--- config.mk ---
export PLATFORM = sky130hd
export DESIGN_NAME = alu_sequencer
export DESIGN_NICKNAME = d
export VERILOG_FILES = /design/src/rtl/alu_pkg.sv /design/src/rtl/wrap_counter.sv /design/src/rtl/alu_sequencer.sv
export SDC_FILE = /design/constraint.sdc
export NUM_CORES = 1
export LEC_CHECK = 0
export ABC_AREA = 1
export CORE_MARGIN = 2
export CORE_UTILIZATION = 44
export DETAILED_ROUTE_END_ITERATION = 6
export DONT_BUFFER_PORTS = 1
export PLACE_DENSITY_LB_ADDON = 0.15
export SLEW_MARGIN = 10
export SYNTH_ARGS = -nofsm -noshare
export SYNTH_HDL_FRONTEND = slang
export SYNTH_SLANG_ARGS = --single-unit
--- constraint.sdc ---
create_clock -name clk -period 1.1 [get_ports clk]
set_clock_uncertainty 0.15 [all_clocks]
set_input_delay 0.22 -clock clk [delete_from_list [all_inputs] [get_ports clk]]
set_output_delay 0.22 -clock clk [all_outputs]
set_load 0.005 [all_outputs]
--- src/rtl/alu_pkg.sv ---
// Shared definitions for the ALU sequencer and the ALU it drives.
// Latency: n/a (types and constants only).
// Backpressure: n/a.
package alu_pkg;

    // ALU command encoding; codes above ALU_CMD_MAX are rejected by the sequencer
    typedef enum logic [3:0] {
        CMD_AND  = 4'd0,
        CMD_OR   = 4'd1,
        CMD_XOR  = 4'd2,
        CMD_NOT  = 4'd3,
        CMD_ADDU = 4'd4,
        CMD_ADDS = 4'd5,
        CMD_SUBU = 4'd6
    } alu_cmd_e;

    localparam logic [3:0] ALU_CMD_MAX = 4'd6;

    typedef enum logic [1:0] {
        ST_IDLE = 2'd0,
        ST_EXEC = 2'd1,
        ST_RESP = 2'd2
    } seq_state_e;

endpackage

--- src/rtl/wrap_counter.sv ---
// Free-running event counter that wraps to zero after its maximum value.
// Latency: count reflects an inc pulse one cycle later.
// Backpressure: none; every inc is counted.
module wrap_counter #(
    parameter int WIDTH = 8
) (
    input  logic             clk,
    input  logic             rst_n,
    input  logic             inc,
    output logic [WIDTH-1:0] count
);

    // natural binary rollover gives the wrap
    always_ff @(posedge clk or negedge rst_n) begin
        if (!rst_n) begin
            count <= '0;
        end else if (inc) begin
            count <= count + 1'b1;
        end
    end

endmodule

--- src/rtl/alu_sequencer.sv ---
// Accepts ALU requests, runs each through an external ALU for one cycle, returns a response.
// Latency: legal cmd -> response two cycles after accept, illegal cmd -> one cycle (no ALU cycle).
// Backpressure: response held until rsp_ready; req_ready follows rsp_ready in RESP. ALU_SEQ_ACC_EN adds an accumulator.
module alu_sequencer
    import alu_pkg::*;
#(
    parameter int SIZE = 4
) (
    input  logic              clk,
    input  logic              rst_n,
    input  logic              req_valid,
    output logic              req_ready,
    input  logic [3:0]        req_cmd,
    input  logic [SIZE-1:0]   req_a,
    input  logic [SIZE-1:0]   req_b,
    input  logic              req_use_acc,
    output logic              alu_enable,
    output logic [3:0]        alu_command,
    output logic [SIZE-1:0]   alu_a,
    output logic [SIZE-1:0]   alu_b,
    input  logic              alu_overflow,
    input  logic [2*SIZE-1:0] alu_result,
    output logic              rsp_valid,
    input  logic              rsp_ready,
    output logic [2*SIZE-1:0] rsp_result,
    output logic              rsp_overflow,
    output logic              rsp_err,
    output logic              sticky_ovf,
    input  logic              clr_sticky,
    output logic [7:0]        op_count
);

    seq_state_e      state_q, state_d;
    logic            legal;
    logic            accept;
    logic            rsp_hs;
    logic [SIZE-1:0] a_sel;

    assign legal  = (req_cmd <= ALU_CMD_MAX);
    assign accept = req_valid && req_ready;
    assign rsp_hs = rsp_valid && rsp_ready;

`ifdef ALU_SEQ_ACC_EN
    logic [SIZE-1:0] acc;

    // accumulator tracks the low half of every ALU result
    always_ff @(posedge clk or negedge rst_n) begin
        if (!rst_n) begin
            acc <= '0;
        end else if (alu_enable) begin
            acc <= alu_result[SIZE-1:0];
        end
    end

    assign a_sel = req_use_acc ? acc : req_a;
`else
    logic unused_use_acc;
    assign unused_use_acc = req_use_acc;
    assign a_sel          = req_a;
`endif

    // state register
    always_ff @(posedge clk or negedge rst_n) begin
        if (!rst_n) begin
            state_q <= ST_IDLE;
        end else begin
            state_q <= state_d;
        end
    end

    // next state and handshake/enable outputs; RESP can accept a new request in its handshake cycle
    always_comb begin
        state_d    = state_q;
        req_ready  = 1'b0;
        alu_enable = 1'b0;
        rsp_valid  = 1'b0;
        case (state_q)
            ST_IDLE: begin
                req_ready = 1'b1;
                if (req_valid) begin
                    state_d = legal ? ST_EXEC : ST_RESP;
                end
            end
            ST_EXEC: begin
                alu_enable = 1'b1;
                state_d    = ST_RESP;
            end
            ST_RESP: begin
                rsp_valid = 1'b1;
                req_ready = rsp_ready;
                if (rsp_ready) begin
                    if (req_valid) begin
                        state_d = legal ? ST_EXEC : ST_RESP;
                    end else begin
                        state_d = ST_IDLE;
                    end
                end
            end
            default: state_d = ST_IDLE;
        endcase
    end

    // operand registers load only on legal accepts; response captured from ALU or forced for errors
    always_ff @(posedge clk or negedge rst_n) begin
        if (!rst_n) begin
            alu_command  <= '0;
            alu_a        <= '0;
            alu_b        <= '0;
            rsp_result   <= '0;
            rsp_overflow <= 1'b0;
            rsp_err      <= 1'b0;
        end else begin
            if (accept && legal) begin
                alu_command <= req_cmd;
                alu_a       <= a_sel;
                alu_b       <= req_b;
            end
            if (alu_enable) begin
                rsp_result   <= alu_result;
                rsp_overflow <= alu_overflow;
                rsp_err      <= 1'b0;
            end else if (accept && !legal) begin
                rsp_result   <= '0;
                rsp_overflow <= 1'b0;
                rsp_err      <= 1'b1;
            end
        end
    end

    // sticky overflow: a capture with overflow beats a simultaneous clear
    always_ff @(posedge clk or negedge rst_n) begin
        if (!rst_n) begin
            sticky_ovf <= 1'b0;
        end else if (alu_enable && alu_overflow) begin
            sticky_ovf <= 1'b1;
        end else if (clr_sticky) begin
            sticky_ovf <= 1'b0;
        end
    end

    wrap_counter #(.WIDTH(8)) u_op_count (
        .clk   (clk),
        .rst_n (rst_n),
        .inc   (rsp_hs),
        .count (op_count)
    );

endmodule

# Yosys cells after proc, flatten, opt, wreduce, memory -nomap -nowiden
# Index checks and enable logic that the tools add are counted.
# op_classes
addsub	1
magnitude_cmp	1
n_eq_ne	4
mux	16
reduce_logical	10
# ops
op	n
2-to-1 mux 8 bit	2
adder 8 x 1 -> 8 bit (second input constant)	1
2-to-1 mux 1 bit	8
2-to-1 mux 2 bit	4
one-hot mux 2 bit (3 select lines)	1
logical AND 1 bit	5
<= comparator 4 x 3 -> 1 bit (second input constant)	1
inequality test 2 bit (second input constant)	2
nonzero test 2 bit	2
== test 2 x 1 -> 1 bit (second input constant)	1
== test 2 bit (second input constant)	1
zero test 2 bit	1
one-hot mux 1 bit (2 select lines)	1
AND reduction 2 bit	1
zero test 1 bit	1
# word_totals
reg_bits	33
output_inout_bits	34
word_cells	41

# Logic depth before layout (Yosys ltp)
# depth
word_depth	6
mapped_depth	8

# Cells and area by module
# Synthesis repeated with hierarchy kept, for this count alone.
# hier_totals
cells_unflattened	152
hier_area_um2	1415.1
# modules_own_cells
module	instances	cells_each	area_each_um2
alu_sequencer	1	112	1039.7
wrap_counter	1	40	375.4

# Worst setup path after synthesis
# No wires, ideal clock.
# synth_timing
path_type	register to register
from	reg u_op_count.count[0]
to	reg u_op_count.count[6]
setup_time_ps	117
t_arrival_ps	978
t_required_ps	833
path_slack_ps	-145
stages_incl_launch_ff	7
path_buffers	0
synth_period_minus_slack_ps	1245
cell_sequence	dfrtp_1 ha_1 nand2_1 nor2_1 nand3_1 nand2_1 nand2_1
# synth_between
elab_chain_len	1
# synth_rtl
element	line_no	source
start, declared	wrap_counter.sv:10	output logic [WIDTH-1:0] count
start signal, assigned	wrap_counter.sv:18	count <= count + 1'b1;
adder 8 x 1 -> 8 bit	wrap_counter.sv:18	
# Every way passes these cells.
# A chain may end at the register's enable or synchronous reset.

# Worst setup path after layout
# layout_timing
from	reg state_q[1]
to	out req_ready
# layout_between
elab_chain_len	2
elab_cells_between_ends	3
classes_between	eq/ne: 1; mux: 1; reduce/logical: 1
# layout_rtl
element	line_no	source
start, declared	alu_sequencer.sv:33	seq_state_e state_q, state_d;
start signal, assigned	alu_sequencer.sv:67	state_q <= state_d;
== test 2 bit / zero test 2 bit (equally long branches)	alu_sequencer.sv:77	case (state_q)
one-hot mux 1 bit (2 select lines) *	alu_sequencer.sv:77	
end, declared	alu_sequencer.sv:12	output logic req_ready,
# Mark *: on every way between the ends. The rest lies on a longest branch, timed or not.

==> metrics.cfg <==
[route]
avgRoutedWirePerCell_um=13.2
antenna_left=0
drt_iter0_drc=64
drt_pass1_iterations=4
viasPerCell=4.74
vias=1199
drc_errors=0
routed_wl_um=3340

[sta]
tightest_slew_ps=239
finalSetupTns_ps=-9530
min_period_ps=1480
slew_headroom_pct=84.0
fin_crit_sh_pct=135
fin_hold_ws_ps=-575
grt_setup_unrepaired=true
drv_slew=0
hold_viol=33
setup_violations=62
setup_ws_ps=-385
fmax_mhz=673

[cts]
cts_tree=done
hold_buffers=23
numCtsBuffers=5
root_buffer=clkbuf_4
cts_max_level=2
cts_sinks=33
path_clk_slew_ps=100
clk_path_buf_depth=2
clk_latency_ps=330

[finish]
area_delta_synth_final_pct=46.7
final_area_sq_um=2050
final_net_count=238
multi_input_area_sq_um=573
drive_gt1_share_pct=27.3
fillers=237
seqCellArea_sq_um=827
fin_cells=253
antenna_cells=0

[logic_synthesis]
synth_area_leader_cell=dfrtp_1
netlist-cell-type-count=21
postSynthAreaPerCell_sq_um=8.83
yosys_register_bits=33
synth_seq_area_share_pct=59.2
yosysWarningCount=0
yosysTopAreaCellShare_pct=59.2
synthTopCellsByArea=dfrtp_1 59%, nand2_1 19%, o21ai_1 3.6%
synthCells=158
mappedNetlistArea_sq_um=1400
synth_fp_nets=186

[placement]
portBuffers=0
pre_cts_slack_ps=-279
postPlaceCellArea_sq_um=1570
placed_cells=216
place_congestion=0.706
hpwl_um=2060

[global_route]
grt_usage_pct=20.3
grt_pass1_wl_um=5400
antenna_found_initial=0
grt_max_degree=34
grt_pass1_vias=1270
grt-ovfl-total=0

[flow_run]
max-cap-violations=0

[critical_path]
critical_path_class=flip-flop to output pin
rrSetupSlack_ps=-280
cp-start-kind=flip-flop
critPathMaxFanout=3
cp-end-kind=output pin
worstPathCellList=buf_6 -> a21oi_2
worst_path_largest_cell_delay_ps=430
cp_top_family=flip-flops
path_buf_inv=1
cp_slowest_cell=dfrtp_1
cp.arrival_ps=1110
critPathRequiredTime_ps=730

[outcome]
status=finished, violations left
failed_checks=hold timing, setup timing

[power]
p_sw_mw=1.07
p_sw_share_pct=32.3
internal_power_mw=2.25
ir_drop_mv=0.882
combinationalPowerShare_pct=29.7
p_leak_nw=1.02
p_clk_share_pct=18.0
power.density_nw_per_um2=1620
pwr-share-seq_pct=52.2

[die]
fp.dieH_um=60.3
io_pins=61
dieWidth_um=60.3
rows=20
start_util_pct=46.1
die-area_sq_um=3640
core_area_sq_um=3030

[worst_hold_path]
min-delay-path-class=input port to asynchronous set/reset pin

-- registers in the layout, indices dropped and copies added, names as in the netlist --
register	count
alu_command	4
state_q	2
alu_b	4
sticky_ovf	1
u_op_count.count	8
rsp_err	1
alu_a	4
rsp_overflow	1
rsp_result	8
-- power groups by stage --
stage               Sequential [mW]  Combinational (mW)  Clock (mW)
finish                         1.74               0.987       0.599
global route                   1.78                1.11       0.667
CTS                            1.73               0.946       0.619
detailed placement             1.75               0.680           0
global placement               1.74               0.644           0
floorplan                      1.69               0.415           0
-- per-layer routing --
metal | track usage (%) | vias to the layer above | share of wire [%]
met5 | 0 | - | 0
met4 | 8.57 | 0 | 1.9
met3 | 6.28 | 9 | 5.6
met2 | 35.7 | 36 | 51
met1 | 22.5 | 556 | 41
li1 | - | 598 | -
-- timing repair --
| item | CTS | global route |
|---|---|---|
| hold endpoints to repair | 57 | 33 |
| gates cloned | 0 | 1 |
| gates resized for setup | 28 | 12 |
| endpoints found under the setup margin | 67 | 67 |
| pin swaps | 5 | 3 |
| buffers inserted | 5 | 2 |
-- layout by cell type (no fill, tap or decap), types with 2 or more instances in the layout --
master,count
buf_4,12
nand3_1,7
xnor2_1,2
nor2_1,2
nand4_1,3
inv_2,4
nor2_4,3
nand2_1,63
dfrtp_1,32
inv_1,8
o21ai_1,8
nand2_4,4
clkbuf_4,5
buf_6,12
nand2_2,2
nand3_2,2
dlygate4sd3_1,23
o21ai_2,5
-- cell families (layout without fill, tap and decap cells) --
group | count (synthesis) | in the layout | share of synthesized area [%]
XOR/XNOR | 3 | 3 | 1.88
AO/OA/AOI/OAI | 15 | 15 | 5.38
AND/OR/NAND/NOR | 88 | 88 | 26.8
adder cells (fa/ha/maj) | 1 | 1 | 0.897
flip-flops | 33 | 33 | 59.2
buffers and inverters | 18 | 69 | 5.83
-- path summary, 6_finish.rpt --
kind | from | to | depth (start not counted)
setup reg to reg | state_q[0]$_DFFE_PN0P_ | alu_command[0]$_DFFE_PN0P_ | 6
max in group asynchronous | rst_n | alu_command[2]$_DFFE_PN0P_ | 0
min in group clk | rsp_ready | u_op_count.count[6]$_DFFE_PN0P_ | 4
hold reg to reg | rsp_result[6]$_DFFE_PN0P_ | rsp_result[6]$_DFFE_PN0P_ | 2
setup / recovery | state_q[1]$_DFFE_PN0P_ | req_ready | 2
hold / removal | rst_n | rsp_result[4]$_DFFE_PN0P_ | 0
-- area by class of cell --
cell class,instances,area share [%]
timing repair buffer,49,23.4
clock inverter,1,0.244
multi-input combinational,107,28.0
timing repair inverter,1,0.428
sequential,33,40.4
inverter,13,3.00
tap,44,2.69
clock buffer,5,1.83
-- synthesized netlist by cell type --
cell type,count
a21oi_1,1
nor2_4,1
nor2_2,1
o21ai_1,10
inv_1,11
nand2_1,69
nand4_1,3
buf_4,1
buf_2,2
clkbuf_1,1
nor2_1,3
nand3_2,2
o21ai_0,4
inv_2,2
xnor2_1,2
nand3_1,8
xor2_1,1
buf_6,1
ha_1,1
dfrtp_1,33
nand3b_1,1
-- through the flow --
| step | power (mW) | utilization (%) |
|---|---|---|
| 3_5_place_dp | 2.43 | 51.9 |
| 2_1_floorplan | 2.10 | - |
| 5_1_grt | 3.55 | 67.6 |
| 6_report | 3.32 | 67.6 |
| 4_1_cts | 3.29 | 65.5 |
| 3_3_place_gp | 2.38 | 51.9 |
Note: power is estimated with default switching activity, not from simulation.
==> variant 1, RTL diff (config.mk and constraints unchanged) <==
Change the parameter `SIZE` from 4 to 2.
--- a/src/rtl/alu_sequencer.sv
+++ b/src/rtl/alu_sequencer.sv
@@ -6,3 +6,3 @@
 #(
-    parameter int SIZE = 4
+    parameter int SIZE = 2
 ) (
Ports: changed (6 resized); port bits go from 61 to 45. No check against the original RTL was run, so the function may have changed too.
==> variant 1 against the unedited design <==
The flow still finishes with violations (hold timing, setup timing). Fmax increased by 3.1%. Synthesized area decreased by 19%. Sequential cell count decreased by 8. Via count decreased by 12%. Die area decreased by 17%. Global-route usage increased by 0.81 points. Routed wire length decreased by 18%. Cell count decreased by 15%. Power decreased by 10%. Setup slack improved by 0.045 ns. Final area decreased by 11%. Critical endpoint unchanged. Largest cell class unchanged. Highest routed layer unchanged.
==> variant 1: results (changes against the unedited design) <==
[timing]
setup_viol = 47  ; -24%
whs_ns = -0.0548  ; +0.521 ns
layout_setup_ws_ns = -0.340  ; +0.0449 ns
hold_violations = 9  ; -73%
maxSlewHeadroom_pct = 85.0  ; +0.95 points

[place]
hpwl_um = 1740  ; -16%
io_buffer_count = 0  ; unchanged
place_area_um2 = 1360  ; -14%
place_congestion = 0.674  ; -4.5%

[power_and_ir_drop]
p_leak_nw = 0.891  ; -13%
irDropWorstVdd_v = 0.00104  ; +19%
p_sw_w = 0.000986  ; -8.1%

[outcome]
failed_checks = hold timing, setup timing
status = finished with violations

[clock_tree]
cts-root-buf = clkbuf_4
clk-insertion-delay-late_ns = 0.31  ; -0.02 ns
htreeDepth = 1  ; -1
clkSlewWorstSetupHoldPaths_ns = 0.14  ; +0.04 ns
cts_hold_buf = 16  ; -30%
cts_made_buffers = 3  ; -2

[global_routing]
grt_pass1_vias = 1045  ; -18%
antenna_found_initial = 0  ; unchanged
grt_max_degree = 26  ; -24%
grt_pass1_wl_um = 4480  ; -17%
track_usage_pct = 21.1  ; +0.81 points

[logic_synthesis]
synth_flop_cell = dfrtp_1
ys_top_cells_by_area = dfrtp_1 (55%), nand2_1 (16%), nand3_1 (4.8%)
synth_nets = 150  ; -19%
synth.distinct_cells = 20  ; -4.8%
ys_top_cells_by_count = nand2_1 (49), dfrtp_1 (25), inv_1 (13)
synth-seq-area-share_pct = 55.1  ; -4.1 points

[worst_setup_path]
cp_data_arrival_time_ns = 1.07  ; -0.04 ns
cpMaxStageDelayCell = dfrtp_2
reg2reg_slack_ns = -0.24  ; +0.04 ns
worst_r2r_endpoint = u_op_count.count[4]$_DFFE_PN0P_
worstRegToRegCells = 7  ; +1
slowest_delay_ns = 0.48  ; +0.05 ns

[worst_hold_path]
min_from = req_valid
min_path_cells = 3
worstHoldPathType = input pin to flip-flop

[cells_and_area]
reg_top3 = u_op_count.count x8, alu_command x4, rsp_result x4
drive_above_1_share_pct = 40.0  ; +13 points
nets = 206  ; -13%
fillers = 173  ; -27%

[detailed_routing]
viasPerCell = 4.91  ; +3.5%
drt_iter0_markers = 10  ; -84%
routed_wl_um = 2740  ; -18%

variant 1: cell count changes after synthesis, moves of 3 or more:
| cell | before | now |
|---|---|---|
| nand2_1 | 69 | 49 |
| dfrtp_1 | 33 | 25 |
| o21ai_0 | 4 | 1 |
| o21ai_1 | 10 | 7 |
| nand3_1 | 8 | 11 |
variant 1: routing by layer:
layer | vias to the layer above | wire length, um | track usage (%)
li1 | 524 | - | -
met1 | 506 | 1140 | 25.1
met2 | 23 | 1480 | 37.7
met3 | 2 | 115 | 4.37
met4 | 0 | 10 | 6.25
met5 | - | 0 | 0
variant 1: worst max-delay path by stage:
stage,endpoint,startpoint
floorplan,alu_a[0]$_DFFE_PN0P_,state_q[1]$_DFFE_PN0P_
global placement,alu_command[2]$_DFFE_PN0P_,state_q[1]$_DFFE_PN0P_
detailed placement,alu_a[1]$_DFFE_PN0P_,state_q[1]$_DFFE_PN0P_
CTS,alu_enable,state_q[0]$_DFFE_PN0P_
global route,req_ready,state_q[1]$_DFFE_PN0P_
finish,req_ready,state_q[1]$_DFFE_PN0P_
variant 1: layout make-up:
| class | count | area share [%] |
|---|---|---|
| Sequential cell | 25 | 34.4 |
| Multi-Input combinational cell | 91 | 31.6 |
| Timing Repair Buffer | 50 | 27.4 |
| Inverter | 15 | 3.09 |
| Tap cell | 30 | 2.06 |
| Clock buffer | 4 | 1.44 |
variant 1: timing repair:
| action | CTS | global route |
|---|---|---|
| setup endpoints to repair | 51 | 51 |
| hold endpoints to repair | 42 | 9 |
| setup buffers | 12 | 2 |
| cloned | 2 | 0 |
| gates resized for setup | 25 | 12 |
| pin swaps | 12 | 8 |
variant 1: power by group through the flow:
| stage | logic (W) | clock network, W | registers [W] |
|---|---|---|---|
| final | 0.00127 | 0.000409 | 0.00130 |
| after global routing | 0.00140 | 0.000449 | 0.00132 |
| after CTS | 0.00123 | 0.000421 | 0.00129 |
| after detailed placement | 0.000785 | 0 | 0.00133 |
| after global placement | 0.000760 | 0 | 0.00132 |
| after floorplan | 0.000422 | 0 | 0.00131 |
variant 1: per-stage QoR:
step                std cells  util [%]  hold WS, ns  worst slack (ns)  TNS, ns
floorplan                 130         -       -0.226           -0.0908    -1.46
global placement          179      55.4       -0.225            -0.151    -2.73
detailed placement        179      55.4       -0.225            -0.171    -3.12
CTS                       213      72.1      -0.0968            -0.360    -7.96
global route              215      74.2      -0.0507            -0.377    -9.82
finish                    215      74.2      -0.0548            -0.340    -7.61
variant 1: logic make-up (layout without fill, tap and decap cells):
logic type | Yosys count | count (layout) | synth area share, %
buffers and inverters | 16 | 69 | 5.29
xor gates and xnor gates | 3 | 3 | 2.31
DFF | 25 | 25 | 55.1
and+or+nand+nor | 74 | 76 | 30.2
AOI/OAI and AO/OA | 11 | 11 | 6.06
adders and majority gates | 1 | 1 | 1.10
==> variant 2, RTL diff (config.mk and constraints unchanged) <==
Made on the original files. Re-encode `seq_state_e` (3 states) as one-hot, 3 bits wide.
--- a/src/rtl/alu_pkg.sv
+++ b/src/rtl/alu_pkg.sv
@@ -18,6 +18,6 @@
 
-    typedef enum logic [1:0] {
-        ST_IDLE = 2'd0,
-        ST_EXEC = 2'd1,
-        ST_RESP = 2'd2
+    typedef enum logic [2:0] {
+        ST_IDLE = 3'b001,
+        ST_EXEC = 3'b010,
+        ST_RESP = 3'b100
     } seq_state_e;
Formal check against the unedited RTL: same outputs for any inputs over 10 cycles, from zero or initial values and one cycle with rst_n low; not proved beyond that.
==> variant 2 against the unedited design <==
Sequential power rose by 24%. Via count rose by 15%. Hold slack got worse by 0.026 ns. The run still ends with hold timing, setup timing left. Power rose by 44%. Critical path depth rose by 2. Synthesized area rose by 9.8%. Combinational power rose by 94%. First-iteration DRC count rose by 19%. Setup slack got worse by 0.12 ns. Sequential cell count rose by 1. Highest routed layer unchanged. Routed wire length rose by 20%. Final area rose by 15%.
==> variant 2: results (changes against the unedited design) <==
[detailed_routing]
met3RoutedLength_um = 248  ; +33%
wirelength_met1_um = 1530  ; +11%

[timing]
hold_violations = 34  ; +3.0%
setup_viol = 68  ; +9.7%
layout_setup_ws_ns = -0.508  ; -0.123 ns
worst_slew_pin_slew_ns = 0.233  ; -0.00674 ns
whs_ns = -0.601  ; -0.0257 ns

[clock_tree]
post-cts-setup-buffers = 14  ; +9
clk-insertion-delay-late_ns = 0.35  ; +0.02 ns

[logic_synthesis]
ys_top_cells_by_count = nand2_1 (77), dfrtp_1 (33), inv_1 (17)
synth_nets = 202  ; +8.6%
synth_xor_area_share_pct = 1.72  ; -0.17 points
synthAdderAreaFrac_pct = 0.817  ; -0.080 points
synth-compound-area-share_pct = 1.96  ; -3.4 points
syn_avg_cell_area_um2 = 8.80  ; -0.32%

[place]
post-place-ws_ns = -0.373  ; -0.0934 ns
hpwl_um = 2330  ; +13%

[outcome]
status = finished with violations
failed_checks = hold timing, setup timing

[global_routing]
grt_max_degree = 35  ; +2.9%

[power_and_ir_drop]
irDropWorstVdd_v = 0.00122  ; +38%
p_int_w = 0.00306  ; +36%
p_leak_nw = 1.21  ; +18%

[worst_setup_path]
critPathMaxFanout = 6  ; +3
rr_startpoint = state_q[0]$_DFFE_PN1P_
cpMaxStageDelayCell = dfstp_2

[cells_and_area]
num-nonclk-buffers = 58  ; +18%
multi_input_gates = 118  ; +10%

[floorplanning]
taps = 46  ; +4.5%

variant 2: cells by family after synthesis:
| kind of cell | after synthesis |
|---|---|
| adder cells (fa/ha/maj) | 1 |
| AO/OA/AOI/OAI | 5 |
| flip-flops | 34 |
| XOR/XNOR | 3 |
| AND/OR/NAND/NOR | 108 |
| buffers and inverters | 23 |
variant 2: worst max path at each step:
stage	slack (ns)	endpoint	cells after the start	from
6_report	-0.51	alu_enable	4	state_q[0]$_DFFE_PN1P_
5_1_grt	-0.56	alu_enable	4	state_q[0]$_DFFE_PN1P_
4_1_cts	-0.52	req_ready	4	state_q[0]$_DFFE_PN1P_
3_5_place_dp	-0.37	alu_command[1]$_DFFE_PN0P_	6	state_q[0]$_DFFE_PN1P_
3_3_place_gp	-0.30	alu_command[2]$_DFFE_PN0P_	6	state_q[0]$_DFFE_PN1P_
2_1_floorplan	-0.27	alu_a[0]$_DFFE_PN0P_	8	state_q[0]$_DFFE_PN1P_
